`config.mk`:
```
export PLATFORM = sky130hd
export DESIGN_NAME = mpu_vec_alu
export DESIGN_NICKNAME = d
export VERILOG_FILES = /design/src/rtl/mpu_pkg.sv /design/src/rtl/mpu_q88_lane.sv /design/src/rtl/mpu_vec_alu.sv
export SDC_FILE = /design/constraint.sdc
export NUM_CORES = 2
export LEC_CHECK = 0
export ABC_AREA = 0
export CORE_UTILIZATION = 33
export DETAILED_ROUTE_END_ITERATION = 7
export PLACE_DENSITY = 0.57
export SYNTH_ARGS = -nofsm -noshare
export SYNTH_HDL_FRONTEND = slang
export SYNTH_SLANG_ARGS = --single-unit
```
`constraint.sdc`:
```
create_clock -name clk -period 8.95 [get_ports clk]
set_input_delay 2.685 -clock clk [delete_from_list [all_inputs] [get_ports clk]]
set_output_delay 2.685 -clock clk [all_outputs]
set_load 0.005 [all_outputs]
```
`src/rtl/mpu_pkg.sv`:
```
// Shared definitions for the MPU packed-SIMD execution stage.
// Lane geometry, Q8.8 constants, FSM states and decoder op indices.
package mpu_pkg;

   localparam int LANES = 4;
   localparam int LW    = 16;
   localparam int DW    = LANES * LW;

   localparam logic [LW-1:0] Q_ONE = 16'h0100;
   localparam logic [LW-1:0] Q_MAX = 16'h7FFF;
   localparam logic [LW-1:0] Q_MIN = 16'h8000;

   // Bit positions of the decoder strobes in the packed op vector
   localparam int OP_ADD  = 0;
   localparam int OP_SUB  = 1;
   localparam int OP_MUL  = 2;
   localparam int OP_CMP  = 3;
   localparam int OP_SHF  = 4;
   localparam int OP_SFMX = 5;
   localparam int OP_ROOT = 6;
   localparam int OP_EXP  = 7;

   typedef enum logic [1:0] {
      ST_IDLE,
      ST_MUL,
      ST_DONE
   } state_t;

   typedef enum logic [2:0] {
      LOP_ADD,
      LOP_SUB,
      LOP_MUL,
      LOP_CMP,
      LOP_SHF
   } lane_op_t;

   function automatic logic [LW-1:0] smax(input logic [LW-1:0] x, input logic [LW-1:0] y);
      return ($signed(x) > $signed(y)) ? x : y;
   endfunction

endpackage

```
`src/rtl/mpu_q88_lane.sv`:
```
// Combinational single-lane Q8.8 unit: add/sub/mul with saturation,
// signed compare and logical-left / arithmetic-right shift.
module mpu_q88_lane
   import mpu_pkg::*;
(
   input  lane_op_t      op,
   input  logic [LW-1:0] a,
   input  logic [LW-1:0] b,
   output logic [LW-1:0] y,
   output logic          ovf
);

   logic [LW:0]     s;
   logic [2*LW-1:0] p;

   always_comb begin
      y   = '0;
      ovf = 1'b0;
      s   = '0;
      p   = '0;
      case (op)
         LOP_ADD, LOP_SUB: begin
            s = (op == LOP_ADD) ? ({a[LW-1], a} + {b[LW-1], b})
                                : ({a[LW-1], a} - {b[LW-1], b});
            if (s[LW] != s[LW-1]) begin
               ovf = 1'b1;
               y   = s[LW] ? Q_MIN : Q_MAX;
            end else begin
               y = s[LW-1:0];
            end
         end
         LOP_MUL: begin
            p = $signed({{LW{a[LW-1]}}, a}) * $signed({{LW{b[LW-1]}}, b});
            // Q8.8 result fits only if the bits above [22] are all sign copies
            if (!((&p[31:23]) || !(|p[31:23]))) begin
               ovf = 1'b1;
               y   = p[31] ? Q_MIN : Q_MAX;
            end else begin
               y = p[23:8];
            end
         end
         LOP_CMP: y = ($signed(a) > $signed(b)) ? Q_ONE : '0;
         LOP_SHF: y = b[4] ? LW'($signed(a) >>> b[3:0]) : (a << b[3:0]);
         default: y = '0;
      endcase
   end

endmodule

```
`src/rtl/mpu_vec_alu.sv`:
```
// 4-lane Q8.8 packed-SIMD execution stage with valid/ready handshakes.
// Single-cycle ops resolve at acceptance; mul iterates one lane per cycle.
module mpu_vec_alu
   import mpu_pkg::*;
(
   input  logic          clk,
   input  logic          rst_n,
   input  logic          in_valid,
   output logic          in_ready,
   input  logic          add,
   input  logic          sub,
   input  logic          mul,
   input  logic          compare,
   input  logic          shift,
   input  logic          sfmx,
   input  logic          root,
   input  logic          exp,
   input  logic          S_en,
   input  logic          V_en,
   input  logic [4:0]    W_addr,
   input  logic [DW-1:0] data_out1,
   input  logic [DW-1:0] data_out2,
   output logic          out_valid,
   input  logic          out_ready,
   output logic [DW-1:0] result,
   output logic [4:0]    res_waddr,
   output logic          ovf,
   output logic          err
);

   state_t        state_q, state_d;
   logic [1:0]    cnt_q;
   logic [DW-1:0] a_q, b_q, result_q;
   logic          all_q, ovf_q, err_q;
   logic [4:0]    waddr_q;

   logic [7:0]    ops;
   logic          accept, legal;
   lane_op_t      sc_op;
   logic [DW-1:0] b_eff, sc_res;
   logic          sc_ovf;
   logic [LW-1:0] y_l [LANES];
   logic          ovf_l [LANES];
   logic [LW-1:0] qa_l [LANES];
   logic [LW-1:0] qb_l [LANES];
   logic [LW-1:0] mul_y, vmax;
   logic          mul_ovf, mul_en;

   assign ops    = {exp, root, sfmx, shift, compare, mul, sub, add};
   assign legal  = $onehot(ops) && !ops[OP_ROOT] && !ops[OP_EXP];
   assign accept = in_valid && in_ready;

   always_comb begin
      sc_op = LOP_ADD;
      if (ops[OP_SUB])      sc_op = LOP_SUB;
      else if (ops[OP_MUL]) sc_op = LOP_MUL;
      else if (ops[OP_CMP]) sc_op = LOP_CMP;
      else if (ops[OP_SHF]) sc_op = LOP_SHF;
   end

   for (genvar i = 0; i < LANES; i++) begin : g_lane
      assign b_eff[i*LW +: LW] = S_en ? data_out2[LW-1:0] : data_out2[i*LW +: LW];
      assign qa_l[i] = a_q[i*LW +: LW];
      assign qb_l[i] = b_q[i*LW +: LW];
      mpu_q88_lane u_lane (
         .op  (sc_op),
         .a   (data_out1[i*LW +: LW]),
         .b   (b_eff[i*LW +: LW]),
         .y   (y_l[i]),
         .ovf (ovf_l[i])
      );
   end

   // Without S_en/V_en only lane 0 is live; the rest read as zero
   always_comb begin
      sc_res = '0;
      sc_ovf = 1'b0;
      for (int unsigned i = 0; i < LANES; i++) begin
         if (i == 0 || S_en || V_en) begin
            sc_res[i*LW +: LW] = y_l[i];
            sc_ovf             = sc_ovf | ovf_l[i];
         end
      end
   end

   assign vmax = smax(smax(data_out1[0*LW +: LW], data_out1[1*LW +: LW]),
                      smax(data_out1[2*LW +: LW], data_out1[3*LW +: LW]));

   mpu_q88_lane u_mul (
      .op  (LOP_MUL),
      .a   (qa_l[cnt_q]),
      .b   (qb_l[cnt_q]),
      .y   (mul_y),
      .ovf (mul_ovf)
   );

   assign mul_en = all_q || (cnt_q == 2'd0);

   always_ff @(posedge clk or negedge rst_n) begin
      if (!rst_n) state_q <= ST_IDLE;
      else        state_q <= state_d;
   end

   always_comb begin
      state_d = state_q;
      case (state_q)
         ST_IDLE: if (accept) state_d = (legal && ops[OP_MUL]) ? ST_MUL : ST_DONE;
         ST_MUL:  if (cnt_q == 2'd3) state_d = ST_DONE;
         ST_DONE: if (out_ready) state_d = ST_IDLE;
         default: state_d = ST_IDLE;
      endcase
   end

   always_comb begin
      in_ready  = (state_q == ST_IDLE);
      out_valid = (state_q == ST_DONE);
   end

   always_ff @(posedge clk or negedge rst_n) begin
      if (!rst_n) begin
         cnt_q    <= '0;
         a_q      <= '0;
         b_q      <= '0;
         all_q    <= 1'b0;
         result_q <= '0;
         ovf_q    <= 1'b0;
         err_q    <= 1'b0;
         waddr_q  <= '0;
      end else if (accept) begin
         cnt_q   <= '0;
         a_q     <= data_out1;
         b_q     <= b_eff;
         all_q   <= S_en || V_en;
         waddr_q <= W_addr;
         err_q   <= !legal;
         if (!legal || ops[OP_MUL]) begin
            result_q <= '0;
            ovf_q    <= 1'b0;
         end else if (ops[OP_SFMX]) begin
            result_q <= {LANES{vmax}};
            ovf_q    <= 1'b0;
         end else begin
            result_q <= sc_res;
            ovf_q    <= sc_ovf;
         end
      end else if (state_q == ST_MUL) begin
         cnt_q <= cnt_q + 2'd1;
         ovf_q <= ovf_q | (mul_en & mul_ovf);
         for (int unsigned i = 0; i < LANES; i++) begin
            if (cnt_q == 2'(i)) result_q[i*LW +: LW] <= mul_en ? mul_y : '0;
         end
      end
   end

   assign result    = result_q;
   assign res_waddr = waddr_q;
   assign ovf       = ovf_q;
   assign err       = err_q;

endmodule

```
After elaboration in Yosys (flattened, before gate mapping)
Index checks and enable logic that the tools add are counted.
{ "word_totals": {"mem_bits_rw": 0, "elab_cells": 205, "latch_bits": 0, "register_bits": 204, "n_memories": 0, "inputBits": 147, "output_inout_bits": 73, "romBits": 0} }
{ "classes": {"multipliers": 5, "n_bitwise": 6, "eq_ne": 17, "magnitude_cmp": 8, "div": 0, "n_addsub": 16, "n_mux": 89, "n_reduce_logical": 44, "shift": 8} }
{ "op_table": {"columns": ["cell", "count"], "rows": [
  ["16-bit two-way mux", 40],
  ["64-bit two-way mux", 4],
  ["16-bit case mux with 4 select lines", 4],
  ["16-bit by 16-bit multiplier with 32-bit output", 5],
  ["16-bit > comparator", 7],
  ["16-bit by 16-bit adder with 17-bit output", 4],
  ["17-bit two-way mux", 4],
  ["16-bit by 16-bit subtractor with 17-bit output", 4],
  ["16-bit binary-select mux with 2-bit select", 2],
  ["16-bit by 4-bit left shift with 16-bit output", 4],
  ["16-bit by 4-bit >>> shifter with 16-bit output", 4],
  ["9-bit AND reduction", 5],
  ["9-bit OR reduction", 5],
  ["9-bit two-way mux", 4],
  ["1-bit two-way mux", 16],
  ["2-bit two-way mux", 6],
  ["3-bit two-way mux", 4],
  ["2-bit nonzero test", 5],
  ["1-bit by 1-bit adder with 2-bit output", 4],
  ["1-bit zero test", 8],
  ["1-bit logical OR", 8],
  ["1-bit case mux with 2 select lines", 4],
  ["2-bit AND reduction", 4],
  ["2-bit by 2-bit adder with 3-bit output", 2],
  ["21 further kinds", 36]
]} }

Longest topological paths before layout
{ "logic_depth": {"word_depth": 18, "mapped_depth": 36, "ltp_nobuf": 30} }

By module
A second synthesis with hierarchy kept.
{ "unflattened": {"hier_cells": 9821, "hier_area_um2": 79988.0} }
{ "by_module_without_submodules": {"columns": ["mod", "seq_area_each_um2", "area_each_um2", "instances", "cells_per_inst"], "rows": [
  ["mpu_q88_lane (g_lane[1].u_lane ...)", 0.0, 13185.1, 2, 1605],
  ["mpu_q88_lane (g_lane[0].u_lane)", 0.0, 13583.0, 1, 1693],
  ["mpu_q88_lane (g_lane[3].u_lane)", 0.0, 13583.0, 1, 1637],
  ["mpu_q88_lane (u_mul)", 0.0, 13402.9, 1, 1656],
  ["mpu_vec_alu", 5104.9, 13048.8, 1, 1625]
]} }

Worst setup path after synthesis
OpenSTA, ideal clock, no wires.
{ "synth_timing": {"path_type": "input to register", "start": "in S_en", "end": "reg result_q[61], in the netlist result[61]", "t_required_ns": 8.807, "setup_time_ns": 0.143, "arrival_ns": 11.233, "path_buffers": 7, "path_stages": 35, "path_slack_ns": -2.426, "path_cell_list": "buf_1 clkbuf_1 nand2_1 o21a_1 clkbuf_1 inv_1 clkbuf_1 buf_1 buf_1 nand2_1 fa_1 inv_1 fa_1 inv_1 fa_1 inv_1 fa_1 inv_1 fa_1 inv_1 fa_1 ha_1 clkbuf_1 a21oi_1 nor2_1 o21a_1 or3b_1 a221oi_1 xnor2_1 nand4_1 or4_1 a21oi_2 nand2_1 a222oi_1 o221ai_1"} }
{ "synth_via": {"elab_chain_len": 11, "word_cells_on_any_way": 23, "cone_classes": "2 x add/sub; 1 x mul; 1 x eq/ne; 2 x shift; 12 x mux; 5 x reduce/logical"} }
{ "synth_rtl": {"columns": ["element", "line_no", "source"], "rows": [
  ["start, declared", "mpu_vec_alu.sv:18", "input logic S_en,"],
  ["16-bit two-way mux (*)", "mpu_vec_alu.sv:62", "assign b_eff[i*LW +: LW] = S_en ? data_out2[LW-1:0] : data_out2[i*LW +: LW];"],
  ["via b_eff[51]", "mpu_vec_alu.sv:40", "logic [DW-1:0] b_eff, sc_res;"],
  ["16-bit by 16-bit multiplier with 32-bit output", "mpu_q88_lane.sv:33", "p = $signed({{LW{a[LW-1]}}, a}) * $signed({{LW{b[LW-1]}}, b});"],
  ["9-bit OR reduction", "mpu_q88_lane.sv:35", "if (!((&p[31:23]) || !(|p[31:23]))) begin"],
  ["1-bit zero test", "mpu_q88_lane.sv:35", null],
  ["1-bit logical OR", "mpu_q88_lane.sv:35", null],
  ["16-bit two-way mux", "mpu_q88_lane.sv:35", null],
  ["16-bit case mux with 4 select lines (*)", "mpu_q88_lane.sv:21", "case (op)"],
  ["16-bit two-way mux (*)", "mpu_vec_alu.sv:79", "if (i == 0 || S_en || V_en) begin"],
  ["64-bit two-way mux (*)", "mpu_vec_alu.sv:139", "end else if (ops[OP_SFMX]) begin"],
  ["64-bit two-way mux (*)", "mpu_vec_alu.sv:136", "if (!legal || ops[OP_MUL]) begin"],
  ["64-bit two-way mux (*)", "mpu_vec_alu.sv:129", "end else if (accept) begin"],
  ["end signal, assigned", "mpu_vec_alu.sv:140", "result_q <= {LANES{vmax}};"],
  ["end signal, assigned", "mpu_vec_alu.sv:143", "result_q <= sc_res;"],
  ["end signal, assigned by index", "mpu_vec_alu.sv:150", "if (cnt_q == 2'(i)) result_q[i*LW +: LW] <= mul_en ? mul_y : '0;"],
  ["end, declared", "mpu_vec_alu.sv:33", "logic [DW-1:0] a_q, b_q, result_q;"]
]} }
Mark *: on every way through the listed nets, which the timed path passes. The rest lies on a longest branch.
A chain may end at the register's enable or synchronous reset.

Worst setup path in the final report
Same ends and word-level chain as after synthesis.

==> results.ini <==
[outcome]
outcome = finished with violations
violations = negative setup slack

[layout]
drive_gt1_share_pct = 21.7
syn2layout_area_growth_pct = 29.3
nets = 12300
stdcell_count = 13200
num-fill-cells = 22000

[global_route]
grt_pass1_wl_um = 482000
grtUsageMet3_pct = 3.23
grtUsageTotal_pct = 29.0
antenna_found_initial = 8
overflow = 0
use_met2_pct = 45.9
busiest_layer = met2
grt_use_met1_pct = 38.4
grt_max_degree = 103
grt_pass1_vias = 72700

[critical_path]
crit_start = S_en
crit_path_end_kind = register
worst-endpoint-arrival_ns = 10.44
timing.rr.start = cnt_q[0]
critical_path_class = input port to register
crit_required_ns = 9.37
critPathSlowestCell = or4_4
crit_path_frequent_cell = fa_1
cp_max_fo = 8
cpPeakStageDelay_ns = 0.63
start_kind = input port

[detailed_routing]
num_vias = 69800
routed_via_density = 5.29
wirelength_um = 328000
drc = 0
drtIter0Drc = 6498
dr.pass1.iters = 8
wl_per_cell_um = 24.9
ant_nets = 0

[placement]
dp_cells = 13000
io_buffers = 219
gp_congestion = 0.984
dp_hpwl_um = 272000

[yosys]
synth_seq_cells = 204
syn_nets = 11000
ys_async_sr_fraction_pct = 100
synth_area_per_cell_um2 = 8.27
synth_top_area_share_pct = 35.8
synth_commonest_cells = inv_1 (1,685), fa_1 (1,317), nand2_1 (1,232)
synth_edf_count = 0
synth_warnings = 0
synthFlopType = dfrtp_1
synth.distinct_cells = 95
ys_seq_area_share_pct = 6.94
syn_inst = 8901
synthTopCellsByArea = fa_1 (36%), ha_1 (10%), inv_1 (8.6%)
yosys.area.top_type = fa_1
synth.most_common_cell = inv_1
synth.cell_area_um2 = 73600

[floorplanning]
coreArea_um2 = 221000
die_h_um = 474
rows = 172
die_x_um = 474
die_area_um2 = 225000
start_util_pct = 33.4
pin_count = 220

[clock_network]
cts_sinks = 204
cts_root_buf = clkbuf_16
h-tree-depth = 1
cts_made_buffers = 22
clk_latency_ns = 0.59
cts_hold_buf = 0
clock_path_buffers = 3
clk_pin_slew_ns = 0.07
cts_tree = yes

[sta]
finalHoldViolCount = 0
layout_setup_ws_ns = -1.07
drv_slew = 0
relSlewSlack_pct = 24.3
post-route-min-period_ns = 10.02
rsz0062_at_grt = yes
finClkSkew_ns = 0.0410
tightest_slew_ns = 1.13
setup_viol = 63
fmax_ghz = 0.0998
fin_crit_sh_pct = 112
worst_hold_slack_ns = 0.484

[min_path]
min_from = a_q[3]
hp-class = register to register

[run]
cap_violations = 0

==> logic make-up (layout without fill, tap and decap cells) <==
kind of cell	after synthesis	after routing	synth area share, %
simple gates	2597	2597	15.4
buf+inv	2166	3486	11.1
fa+ha+maj	1914	1914	46.0
compound gates	1554	1556	13.4
xor+xnor	236	236	2.81
mux	230	230	4.35
flops	204	204	6.94
other cells	0	6	0
==> sequential cells by signal (all words and copies together) (netlist names) <==
register,flops
state_q,2
a_q,64
res_waddr,5
result,64
ovf,1
b_q,64
all_q,1
err,1
cnt_q,2
==> layout make-up <==
| type | instances | area, um2 | share of cell area, % |
|---|---|---|---|
| timing repair buffer | 1737 | 15900 | 16.7 |
| clock buffer | 25 | 572 | 0.601 |
| inverter | 1707 | 6470 | 6.80 |
| antenna | 6 | 15.0 | 0.0158 |
| multi-input combinational | 6533 | 63200 | 66.4 |
| tap | 2958 | 3700 | 3.89 |
| clock inverter | 15 | 223 | 0.234 |
| sequential | 204 | 5110 | 5.36 |
| timing repair inverter | 2 | 16.3 | 0.0171 |
==> timing repair <==
action | CTS | global route
gates resized for setup | 309 | 446
buffers inserted | 61 | 87
cloned | 3 | 18
pin swaps | 123 | 166
endpoints found under the setup margin | 64 | 65
==> per-stage QoR <==
| stage | setup WS (ns) | util, % | setup TNS, ns | area (um2) |
|---|---|---|---|---|
| after floorplan | -1.22 | - | -56.63 | 74700 |
| after global placement | -2.23 | 40.8 | -118.42 | 89900 |
| after detailed placement | -2.28 | 40.8 | -120.99 | 89900 |
| after CTS | -1.01 | 41.9 | -49.46 | 92500 |
| after global routing | -1.24 | 43.1 | -54.02 | 95200 |
| final | -1.07 | 43.2 | -40.70 | 95200 |
==> final timing paths <==
| check | cells past startpoint | slack (ns) | endpoint |
|---|---|---|---|
| setup reg to reg | 26 | 0.08 | result[35] |
| hold / removal | 2 | 0.48 | a_q[3] |
| max in group asynchronous | 2 | 5.35 | res_waddr[2] |
| setup / recovery | 31 | -1.07 | result[61] |
| hold reg to reg | 2 | 0.48 | a_q[3] |
| min in group asynchronous | 1 | 2.16 | b_q[5] |
==> per-layer routing <==
layer,vias up,share of wire [%]
met5,-,0.013
met4,6,7.1
met3,656,6.7
met2,2726,45
met1,35400,41
li1,31000,-
==> worst max-delay path: cells and delay by family <==
kind | cells | cell delay [ns]
XOR/XNOR | 1 | 0.10
buffers and inverters | 9 | 0.97
AND/OR/NAND/NOR | 5 | 1.29
adder cells (fa/ha/maj) | 8 | 3.63
AO/OA/AOI/OAI | 8 | 1.73
==> layout by cell type, fill, tap and decap left out, types with 38 or more instances in the layout <==
cell / n
buf_4: 1293
ha_4: 51
nand3_1: 70
a31oi_1: 65
mux4_2: 69
nand4_1: 56
clkbuf_16: 38
o21a_1: 64
nor2b_1: 43
ha_1: 538
and2_1: 200
a211oi_1: 56
nand2b_1: 43
a21oi_2: 38
buf_6: 65
o21ai_1: 51
nor2_1: 647
a21o_1: 98
nand2_1: 1184
inv_1: 1616
xnor2_1: 156
nor3_1: 81
a21oi_1: 322
o21ai_0: 379
fa_2: 40
mux2i_1: 124
dfrtp_1: 203
fa_1: 1277
xor2_1: 72
o211ai_1: 56
clkdlybuf4s50_1: 172
inv_2: 55
buf_12: 139
Power is not shown: default switching activity piles up to over one toggle a cycle in this logic, so the estimate is an artifact.
